`src/rtl/fpnew_pkg.sv`:
```
// rtl/fpnew_pkg.sv - shared floating-point unit types used by the result buffer
package fpnew_pkg;

   // IEEE exception flags, MSB first: invalid, div-by-zero, overflow, underflow, inexact
   typedef struct packed {
      logic nv;
      logic dz;
      logic of;
      logic uf;
      logic nx;
   } status_t;

   localparam logic DONT_CARE = 1'b1;

endpackage

```
`src/rtl/fpnew_result_fifo.sv`:
```
// rtl/fpnew_result_fifo.sv - in-order result buffer between an opgroup block and writeback
// Keeps sticky exception flags of delivered results; in_ready_o derives from state only.
module fpnew_result_fifo #(
   parameter int unsigned  Width    = 32,
   parameter int unsigned  Depth    = 4,
   parameter type          TagType  = logic,
   localparam int unsigned CntWidth = $clog2(Depth + 1)
) (
   input  logic                clk_i,
   input  logic                rst_ni,
   input  logic [Width-1:0]    result_i,
   input  fpnew_pkg::status_t  status_i,
   input  logic                extension_bit_i,
   input  TagType              tag_i,
   input  logic                in_valid_i,
   output logic                in_ready_o,
   input  logic                flush_i,
   output logic [Width-1:0]    result_o,
   output fpnew_pkg::status_t  status_o,
   output logic                extension_bit_o,
   output TagType              tag_o,
   output logic                out_valid_o,
   input  logic                out_ready_i,
   output fpnew_pkg::status_t  fflags_o,
   input  logic                fflags_clr_i,
   output logic [CntWidth-1:0] usage_o,
   output logic                busy_o
);

   localparam int unsigned         PtrWidth = (Depth > 1) ? $clog2(Depth) : 1;
   localparam logic [PtrWidth-1:0] LastPtr  = PtrWidth'(Depth - 1);
   localparam logic [CntWidth-1:0] FullCnt  = CntWidth'(Depth);

   logic [Width-1:0]    result_q [Depth];
   fpnew_pkg::status_t  status_q [Depth];
   logic                ext_q    [Depth];
   TagType              tag_q    [Depth];

   logic [PtrWidth-1:0] rd_ptr_q;
   logic [PtrWidth-1:0] wr_ptr_q;
   logic [CntWidth-1:0] count_q;
   fpnew_pkg::status_t  fflags_q;
   logic                push;
   logic                pop;

   // Pointers wrap explicitly so Depth need not be a power of two
   function automatic logic [PtrWidth-1:0] ptr_inc(input logic [PtrWidth-1:0] p);
      return (p == LastPtr) ? '0 : p + PtrWidth'(1);
   endfunction

   assign in_ready_o  = (count_q != FullCnt);
   assign out_valid_o = (count_q != '0);
   assign push        = in_valid_i & in_ready_o & ~flush_i;
   assign pop         = out_valid_o & out_ready_i & ~flush_i;

   always_ff @(posedge clk_i) begin
      if (push) begin
         result_q[wr_ptr_q] <= result_i;
         status_q[wr_ptr_q] <= status_i;
         ext_q[wr_ptr_q]    <= extension_bit_i;
         tag_q[wr_ptr_q]    <= tag_i;
      end
   end

   always_ff @(posedge clk_i or negedge rst_ni) begin
      if (!rst_ni) begin
         rd_ptr_q <= '0;
         wr_ptr_q <= '0;
         count_q  <= '0;
      end else if (flush_i) begin
         rd_ptr_q <= '0;
         wr_ptr_q <= '0;
         count_q  <= '0;
      end else begin
         if (push) begin
            wr_ptr_q <= ptr_inc(wr_ptr_q);
         end
         if (pop) begin
            rd_ptr_q <= ptr_inc(rd_ptr_q);
         end
         if (push && !pop) begin
            count_q <= count_q + CntWidth'(1);
         end else if (pop && !push) begin
            count_q <= count_q - CntWidth'(1);
         end
      end
   end

   // Clear wipes the accumulated history but keeps the flags of a same-cycle pop
   always_ff @(posedge clk_i or negedge rst_ni) begin
      if (!rst_ni) begin
         fflags_q <= '0;
      end else if (fflags_clr_i) begin
         fflags_q <= pop ? status_o : '0;
      end else if (pop) begin
         fflags_q <= fflags_q | status_o;
      end
   end

   assign result_o        = out_valid_o ? result_q[rd_ptr_q]
                                        : {Width{fpnew_pkg::DONT_CARE}};
   assign status_o        = out_valid_o ? status_q[rd_ptr_q]
                                        : fpnew_pkg::status_t'({$bits(fpnew_pkg::status_t){fpnew_pkg::DONT_CARE}});
   assign extension_bit_o = out_valid_o ? ext_q[rd_ptr_q] : fpnew_pkg::DONT_CARE;
   assign tag_o           = out_valid_o ? tag_q[rd_ptr_q]
                                        : TagType'({$bits(TagType){fpnew_pkg::DONT_CARE}});

   assign fflags_o = fflags_q;
   assign usage_o  = count_q;
   assign busy_o   = out_valid_o;

endmodule

```
`config.mk`:
```
export PLATFORM = sky130hd
export DESIGN_NAME = fpnew_result_fifo
export DESIGN_NICKNAME = d
export VERILOG_FILES = /design/src/rtl/fpnew_pkg.sv /design/src/rtl/fpnew_result_fifo.sv
export SDC_FILE = /design/constraint.sdc
export NUM_CORES = 1
export LEC_CHECK = 0
export ABC_AREA = 1
export CORE_ASPECT_RATIO = 0.5
export CORE_UTILIZATION = 53
export CTS_BUF_LIST = sky130_fd_sc_hd__clkbuf_8
export CTS_CLUSTER_DIAMETER = 80
export CTS_CLUSTER_SIZE = 10
export DETAILED_ROUTE_END_ITERATION = 8
export GPL_TIMING_DRIVEN = 0
export PLACE_DENSITY_LB_ADDON = 0.2
export SETUP_SLACK_MARGIN = 0.2
export SYNTH_ARGS = -nofsm -noshare
export SYNTH_HDL_FRONTEND = slang
export SYNTH_SLANG_ARGS = --single-unit
```
`constraint.sdc`:
```
create_clock -name clk_i -period 3.9 [get_ports clk_i]
set_input_delay 1.17 -clock clk_i [delete_from_list [all_inputs] [get_ports clk_i]]
set_output_delay 1.17 -clock clk_i [all_outputs]
set_load 0.02 [all_outputs]
```
==> flow_metrics.env, run 1 <==
export IMPL_power_frac_clock_pct=22.2
export IMPL_synth_cell_area_sq_um=6720
export IMPL_p_sw_w=0.00186
export IMPL_synthTopCellsByArea="edfxtp_1 (70%), nor2_1 (8.2%), dfrtp_1 (4.5%)"
export IMPL_cp_endpoint="result_o[26]"
export IMPL_power_frac_comb_pct=36.9
export IMPL_setup_slack_ps=299
export IMPL_crit_cells=6
export IMPL_syn_nets=554
export IMPL_seq_area_sq_um=4980
export IMPL_dp_slack_ps=593
export IMPL_postCtsHoldBufs=0
export IMPL_nets=671
export IMPL_antenna_found_initial=0
export IMPL_p_int_w=0.00339
export IMPL_dp_cells=766
export IMPL_cp_slowest_cell="clkdlybuf4s50_1"
export IMPL_initial_core_util_pct=55.6
export IMPL_worst_slew_pin_slew_ps=872
export IMPL_p_per_area_nw_per_um2=622
export IMPL_startpoint="rd_ptr_q[0]$_DFFE_PN0P_"
export IMPL_final_cell_mix="edfxtp_1 (156), nor2_1 (142), clkdlybuf4s50_1 (63), o311ai_1 (34)"
export IMPL_synth_seq_cells=168
export IMPL_drv_cap=0
export IMPL_coreArea_sq_um=12100
export IMPL_fin_util_pct=69.9
export IMPL_critPathBufInv=4
export IMPL_cp_max_fo=10
export IMPL_timing_fmax_mhz=278
export IMPL_power_w=0.00526
export IMPL_ir_worst_vdd_v=0.000372
export IMPL_num_vias=4311
export IMPL_clkSinkCount=168
export IMPL_clkLatencyLatePin_ps=440
export IMPL_grt_first_pass_wirelength_mm=22.5
export IMPL_final_hold_viol_count=0
export IMPL_cp_data_required_time_ps=2730
export IMPL_rr_worst_depth=7
export IMPL_wirelength_mm=14.4
export IMPL_final_min_clock_period_ps=3600
export IMPL_die_h_um=81.6
export IMPL_die_area_sq_um=13200
export IMPL_critPathMaxStageDelay_ps=660
export IMPL_avgViaCountPerCell=5.40
export IMPL_multiInputGateArea_sq_um=1540
export IMPL_syn_area_per_cell_sq_um=13.4
export IMPL_die_x_um=161
export IMPL_setup_violations=0
export IMPL_r2r_setup_slack_ps=1660
export IMPL_status="finished clean"
export IMPL_synth_distinct_cells=24
export IMPL_synthCells=503
export IMPL_p_leak_nw=3.09
export IMPL_yosysSeqAreaShare_pct=74.2
export IMPL_drive_gt1_share_pct=12.8
export IMPL_numCtsBuffers=17
export IMPL_boundaryPins=95
export IMPL_root_buffer="clkbuf_8"
export IMPL_yosysWarningCount=0
export IMPL_post_dp_hpwl_mm=9.27
export IMPL_yosys_area_top_type="edfxtp_1"
export IMPL_ctsHtreeMaxLevel=4
export IMPL_drt_iter0_markers=399
export IMPL_overflow=0
export IMPL_timing_final_max_slew_violations=0
export IMPL_drtPass1Iterations=7
export IMPL_crit_type="flip-flop to primary output"
export IMPL_min_delay_path_class="flip-flop to flip-flop"
export IMPL_final_common_cell="edfxtp_1"
export IMPL_grt_max_degree=24
export IMPL_rsz0062_at_grt="yes"
export IMPL_rows=28
export IMPL_area_growth_pct=25.7
export IMPL_io_buffers=94
export IMPL_rr_endpoint="result_q[3][5]$_DFFE_PP_"
export IMPL_path_cells="buf_2 > inv_2 > buf_2 > nor2_1 > o311ai_1 > clkdlybuf4s50_1"
export IMPL_fin_crit_sh_pct=92.3
export IMPL_worst_path_most_repeated_cell="buf_2"
export IMPL_r2r_start="usage_o[0]$_DFFE_PN0P_"
export IMPL_grt_total_usage_pct=23.6
export IMPL_path_delay_family="buffers and inverters"
export IMPL_drc=0
export IMPL_wire_per_inst_um=18.0
export IMPL_arrival_ps=2430
export IMPL_clock_path_buffers=2
export IMPL_antenna_cells=0
export IMPL_cts_tree="done"
export IMPL_routabilityCongestion=0.724
export IMPL_path_clk_slew_ps=90
export IMPL_n_fill_cell=833
export IMPL_fin_cells=798
export IMPL_grt_pass1_vias=4408
export IMPL_synth_top_area_share_pct=69.7
export IMPL_worst_setup_path_start_kind="flip-flop"
export IMPL_ant_nets=0
export IMPL_swShare_pct=35.4
export IMPL_relSlewSlack_pct=41.7
export IMPL_end_kind="primary output"
export IMPL_fin_skew_ps=9.84
export IMPL_p_seq_share_pct=41.0
-- stage by stage --
stage | hold slack [ps] | TNS (ps) | cell area [sq um]
final | 486 | 0 | 8450
after global placement | 463 | -219330 | 7870
after floorplan | 562 | 0 | 6720
after CTS | 491 | 0 | 8370
after detailed placement | 467 | 0 | 7990
after global routing | 514 | 0 | 8450
-- power groups by stage --
| stage | sequential, W | combinational (W) | clock, W |
|---|---|---|---|
| 2_1_floorplan | 0.00223 | 0.00107 | 0 |
| 3_3_place_gp | 0.00220 | 0.00193 | 0 |
| 3_5_place_dp | 0.00219 | 0.00198 | 0 |
| 4_1_cts | 0.00215 | 0.00198 | 0.00118 |
| 5_1_grt | 0.00216 | 0.00209 | 0.00126 |
| 6_report | 0.00215 | 0.00194 | 0.00117 |
-- registers in the layout (all words and copies together), names as in the netlist --
signal and flops:
tag_q 4, status_q 20, usage_o 3, ext_q 4, rd_ptr_q 2, wr_ptr_q 2
result_q 128, fflags_o 5
-- worst min-delay path, stage by stage (launching register included) --
cell	delay, ps
dfrtp_1	350
nand2_1	60
nand2_1	50
-- per-layer routing --
metal | global-route usage (%) | part of all wire (%) | wire length [um] | vias to the layer above
li1 | - | - | - | 2055
met1 | 29.7 | 43 | 6240 | 2103
met2 | 40.5 | 50 | 7200 | 145
met3 | 5.76 | 6.2 | 896 | 8
met4 | 9.34 | 0.43 | 62 | 0
met5 | 0 | 0 | 0 | -
-- Yosys cell counts (all sizes together) --
master,instances
nand3,5
inv,17
fa,1
o211ai,10
dfrtp,12
buf,22
xnor2,1
o21ai,46
clkbuf,8
or2,4
nand2,32
o311ai,34
nor2,149
ha,5
edfxtp,156
a21boi,1
-- cells by family after synthesis --
kind of cell	Yosys count	synth area share, %
compound gates	91	9.83
xor+xnor	1	0.130
fa+ha+maj	6	1.23
buf+inv	47	3.35
flops	168	74.2
simple gates	190	11.3
-- how the worst min path moves through the flow --
stage | to | cells after the start | from | slack (ps)
after CTS | fflags_o[4]$_DFFE_PN0P_ | 2 | fflags_o[4]$_DFFE_PN0P_ | 490
after global routing | fflags_o[2]$_DFFE_PN0P_ | 2 | fflags_o[2]$_DFFE_PN0P_ | 510
after global placement | fflags_o[3]$_DFFE_PN0P_ | 2 | fflags_o[3]$_DFFE_PN0P_ | 460
final | fflags_o[4]$_DFFE_PN0P_ | 2 | fflags_o[4]$_DFFE_PN0P_ | 490
after floorplan | wr_ptr_q[1]$_DFFE_PN0P_ | 2 | wr_ptr_q[1]$_DFFE_PN0P_ | 560
after detailed placement | fflags_o[4]$_DFFE_PN0P_ | 2 | fflags_o[4]$_DFFE_PN0P_ | 470
-- repair_timing --
action,CTS,global route
setup endpoints to repair,2,32
setup buffers,0,0
resized for setup,2,31
gates cloned,0,0
-- layout make-up --
| cell class | instances | share of cell area [%] |
|---|---|---|
| Sequential cell | 168 | 59.0 |
| Multi-Input combinational cell | 288 | 18.3 |
| Tap cell | 165 | 2.44 |
| Clock inverter | 15 | 1.69 |
| Buffer | 30 | 1.97 |
| Inverter | 17 | 0.756 |
| Timing Repair Buffer | 98 | 13.1 |
| Clock buffer | 17 | 2.77 |
(Power assumes the default switching activity.)
==> run 2: changes to the inputs <==
--- a/config.mk
+++ b/config.mk
@@ -15,6 +15,7 @@
 export GPL_TIMING_DRIVEN = 0
 export PLACE_DENSITY_LB_ADDON = 0.2
 export SETUP_SLACK_MARGIN = 0.2
+export SKIP_LAST_GASP = 1
 export SYNTH_ARGS = -nofsm -noshare
 export SYNTH_HDL_FRONTEND = slang
 export SYNTH_SLANG_ARGS = --single-unit
==> results of run 2 <==
Same layout as run 1: the final DEF is identical, and so are final timing and power.
==> run 3: changes to the inputs <==
--- a/config.mk
+++ b/config.mk
@@ -6,6 +6,7 @@
 export NUM_CORES = 1
 export LEC_CHECK = 0
 export ABC_AREA = 1
+export CAP_MARGIN = 20
 export CORE_ASPECT_RATIO = 0.5
 export CORE_UTILIZATION = 53
 export CTS_BUF_LIST = sky130_fd_sc_hd__clkbuf_8
==> flow_metrics.env, run 3 (synthesis gave the netlist of run 1 again) <==
export IMPL_drv_cap=0
export IMPL_swShare_pct=34.4
export IMPL_cp_slowest_cell="clkdlybuf4s50_1"
export IMPL_post_dp_hpwl_mm=9.27
export IMPL_grt_pass1_vias=4370
export IMPL_end_kind="primary output"
export IMPL_crit_type="flip-flop to primary output"
export IMPL_numCtsBuffers=17
export IMPL_final_common_cell="edfxtp_1"
export IMPL_clkSinkCount=168
export IMPL_drive_gt1_share_pct=12.5
export IMPL_final_hold_viol_count=0
export IMPL_finish_instance_area_sq_um=8480
export IMPL_num_vias=4382
export IMPL_power_frac_clock_pct=23.7
export IMPL_final_min_clock_period_ps=3500
export IMPL_post_cts_buffers=0
export IMPL_critPathMaxStageDelay_ps=630
export IMPL_path_clk_slew_ps=90
export IMPL_worst_setup_path_start_kind="flip-flop"
export IMPL_setup_slack_ps=400
export IMPL_wire_per_inst_um=18.0
export IMPL_die_area_sq_um=13200
export IMPL_p_int_w=0.00351
export IMPL_root_buffer="clkbuf_8"
export IMPL_place_area_sq_um=7990
export IMPL_dp_slack_ps=588
export IMPL_arrival_ps=2330
export IMPL_grt_total_usage_pct=23.4
export IMPL_path_cells="buf_4 > inv_2 > clkbuf_4 > o211ai_2 > o211ai_2 > clkdlybuf4s50_1"
export IMPL_nets=671
export IMPL_rsz0062_at_grt="no"
export IMPL_fin_util_pct=70.2
export IMPL_antenna_cells=0
export IMPL_ctsHtreeMaxLevel=4
export IMPL_final_cell_mix="edfxtp_1 (156), nor2_1 (142), clkdlybuf4s50_1 (60), o311ai_1 (34), dlymetal6s2s_1 (32)"
export IMPL_p_per_area_nw_per_um2=630
export IMPL_ir_worst_vdd_v=0.000368
export IMPL_largest_reg_flops=128
export IMPL_ant_nets=0
export IMPL_drtPass1Iterations=5
export IMPL_worst_slew_pin_slew_ps=853
export IMPL_area_growth_pct=26.2
export IMPL_cp_max_fo=10
export IMPL_coreArea_sq_um=12100
export IMPL_power_frac_comb_pct=36.1
export IMPL_overflow=0
export IMPL_fin_skew_ps=11.5
export IMPL_hold_slack_ps=486
export IMPL_top_register="result_q"
export IMPL_routabilityCongestion=0.724
export IMPL_timing_fmax_mhz=286
export IMPL_clkLatencyLatePin_ps=450
export IMPL_setup_violations=0
export IMPL_wirelength_mm=14.4
export IMPL_avgViaCountPerCell=5.50
export IMPL_drt_iter0_markers=399
export IMPL_boundaryPins=95
export IMPL_grt_max_degree=24
export IMPL_die_h_um=81.6
export IMPL_cp_data_required_time_ps=2730
export IMPL_p_leak_nw=3.11
export IMPL_min_delay_path_class="flip-flop to flip-flop"
export IMPL_grt_first_pass_wirelength_mm=22.1
export IMPL_clock_path_buffers=2
export IMPL_worst_path_most_repeated_cell="o211ai_2"
export IMPL_fin_crit_sh_pct=89.8
export IMPL_status="finished clean"
export IMPL_initial_core_util_pct=55.6
export IMPL_cts_tree="done"
export IMPL_relSlewSlack_pct=43.0
export IMPL_n_fill_cell=831
export IMPL_die_x_um=161
export IMPL_antenna_found_initial=0
export IMPL_rows=28
export IMPL_p_seq_share_pct=40.3
export IMPL_io_buffers=94
export IMPL_p_sw_w=0.00184
export IMPL_drc=0
export IMPL_timing_final_max_slew_violations=0
## run 3: cell count changes in the layout (fill, tap and decap cells not counted), sizes merged
cell           change
bufinv             +2
clkdlybuf4s50      -3
clkinv             -6
clkinvlp           +2
dlymetal6s2s       +3
inv                +1
## run 3: cell type report
| type | count | area (sq um) | share of cell area, % |
|---|---|---|---|
| well taps | 165 | 206 | 2.43 |
| clock buffers | 17 | 234 | 2.76 |
| flip-flops and latches | 168 | 4980 | 58.8 |
| inverters | 17 | 63.8 | 0.752 |
| clock inverters | 14 | 171 | 2.02 |
| plain buffers | 30 | 166 | 1.96 |
| repair buffers | 98 | 1110 | 13.1 |
| multi-input cells | 288 | 1540 | 18.2 |
## run 3: worst max-delay path, delay by kind of cell, from the launching register on
kind	cells	cell delay [ps]
buf+inv	4	1190
flops	1	480
compound gates	2	210
## run 3: worst paths after layout
check                                         from                        to  slack, ps  depth (start not counted)
min                        fflags_o[4]$_DFFE_PN0P_   fflags_o[4]$_DFFE_PN0P_        490                          2
max reg2reg                 usage_o[0]$_DFFE_PN0P_  result_q[3][7]$_DFFE_PP_       1680                          7
min reg2reg                fflags_o[4]$_DFFE_PN0P_   fflags_o[4]$_DFFE_PN0P_        490                          2
max                        rd_ptr_q[1]$_DFFE_PN0P_               status_o[1]        400                          6
min in group asynchronous                   rst_ni   fflags_o[4]$_DFFE_PN0P_       1080                          1
max in group asynchronous                   rst_ni   wr_ptr_q[1]$_DFFE_PN0P_       2440                          1
## run 3: repair_timing
item,in CTS,in global routing
hold buffers,0,0
endpoints found under the setup margin,2,34
gates resized for setup,2,34
## run 3: stage by stage
| step | TNS, ps | instances | total power, W |
|---|---|---|---|
| 5_1_grt | 0 | 797 | 0.00561 |
| 6_report | 0 | 797 | 0.00535 |
| 3_5_place_dp | 0 | 766 | 0.00417 |
| 2_1_floorplan | 0 | 503 | 0.00329 |
| 4_1_cts | 0 | 797 | 0.00541 |
| 3_3_place_gp | -219330 | 762 | 0.00413 |
## run 3: power groups by stage
stage	combinational, W	sequential [W]	clock (W)
after global placement	0.00193	0.00220	0
after detailed placement	0.00198	0.00219	0
final	0.00193	0.00215	0.00127
after floorplan	0.00107	0.00223	0
after CTS	0.00198	0.00215	0.00128
after global routing	0.00208	0.00216	0.00137
## run 3: layer usage
| layer | vias up | share of wire (%) | GRT usage, % |
|---|---|---|---|
| li1 | 2057 | - | - |
| met1 | 2148 | 43 | 29.4 |
| met2 | 169 | 49 | 40.1 |
| met3 | 8 | 7.0 | 6.36 |
| met4 | 0 | 0.75 | 7.74 |
| met5 | - | 0 | 0 |
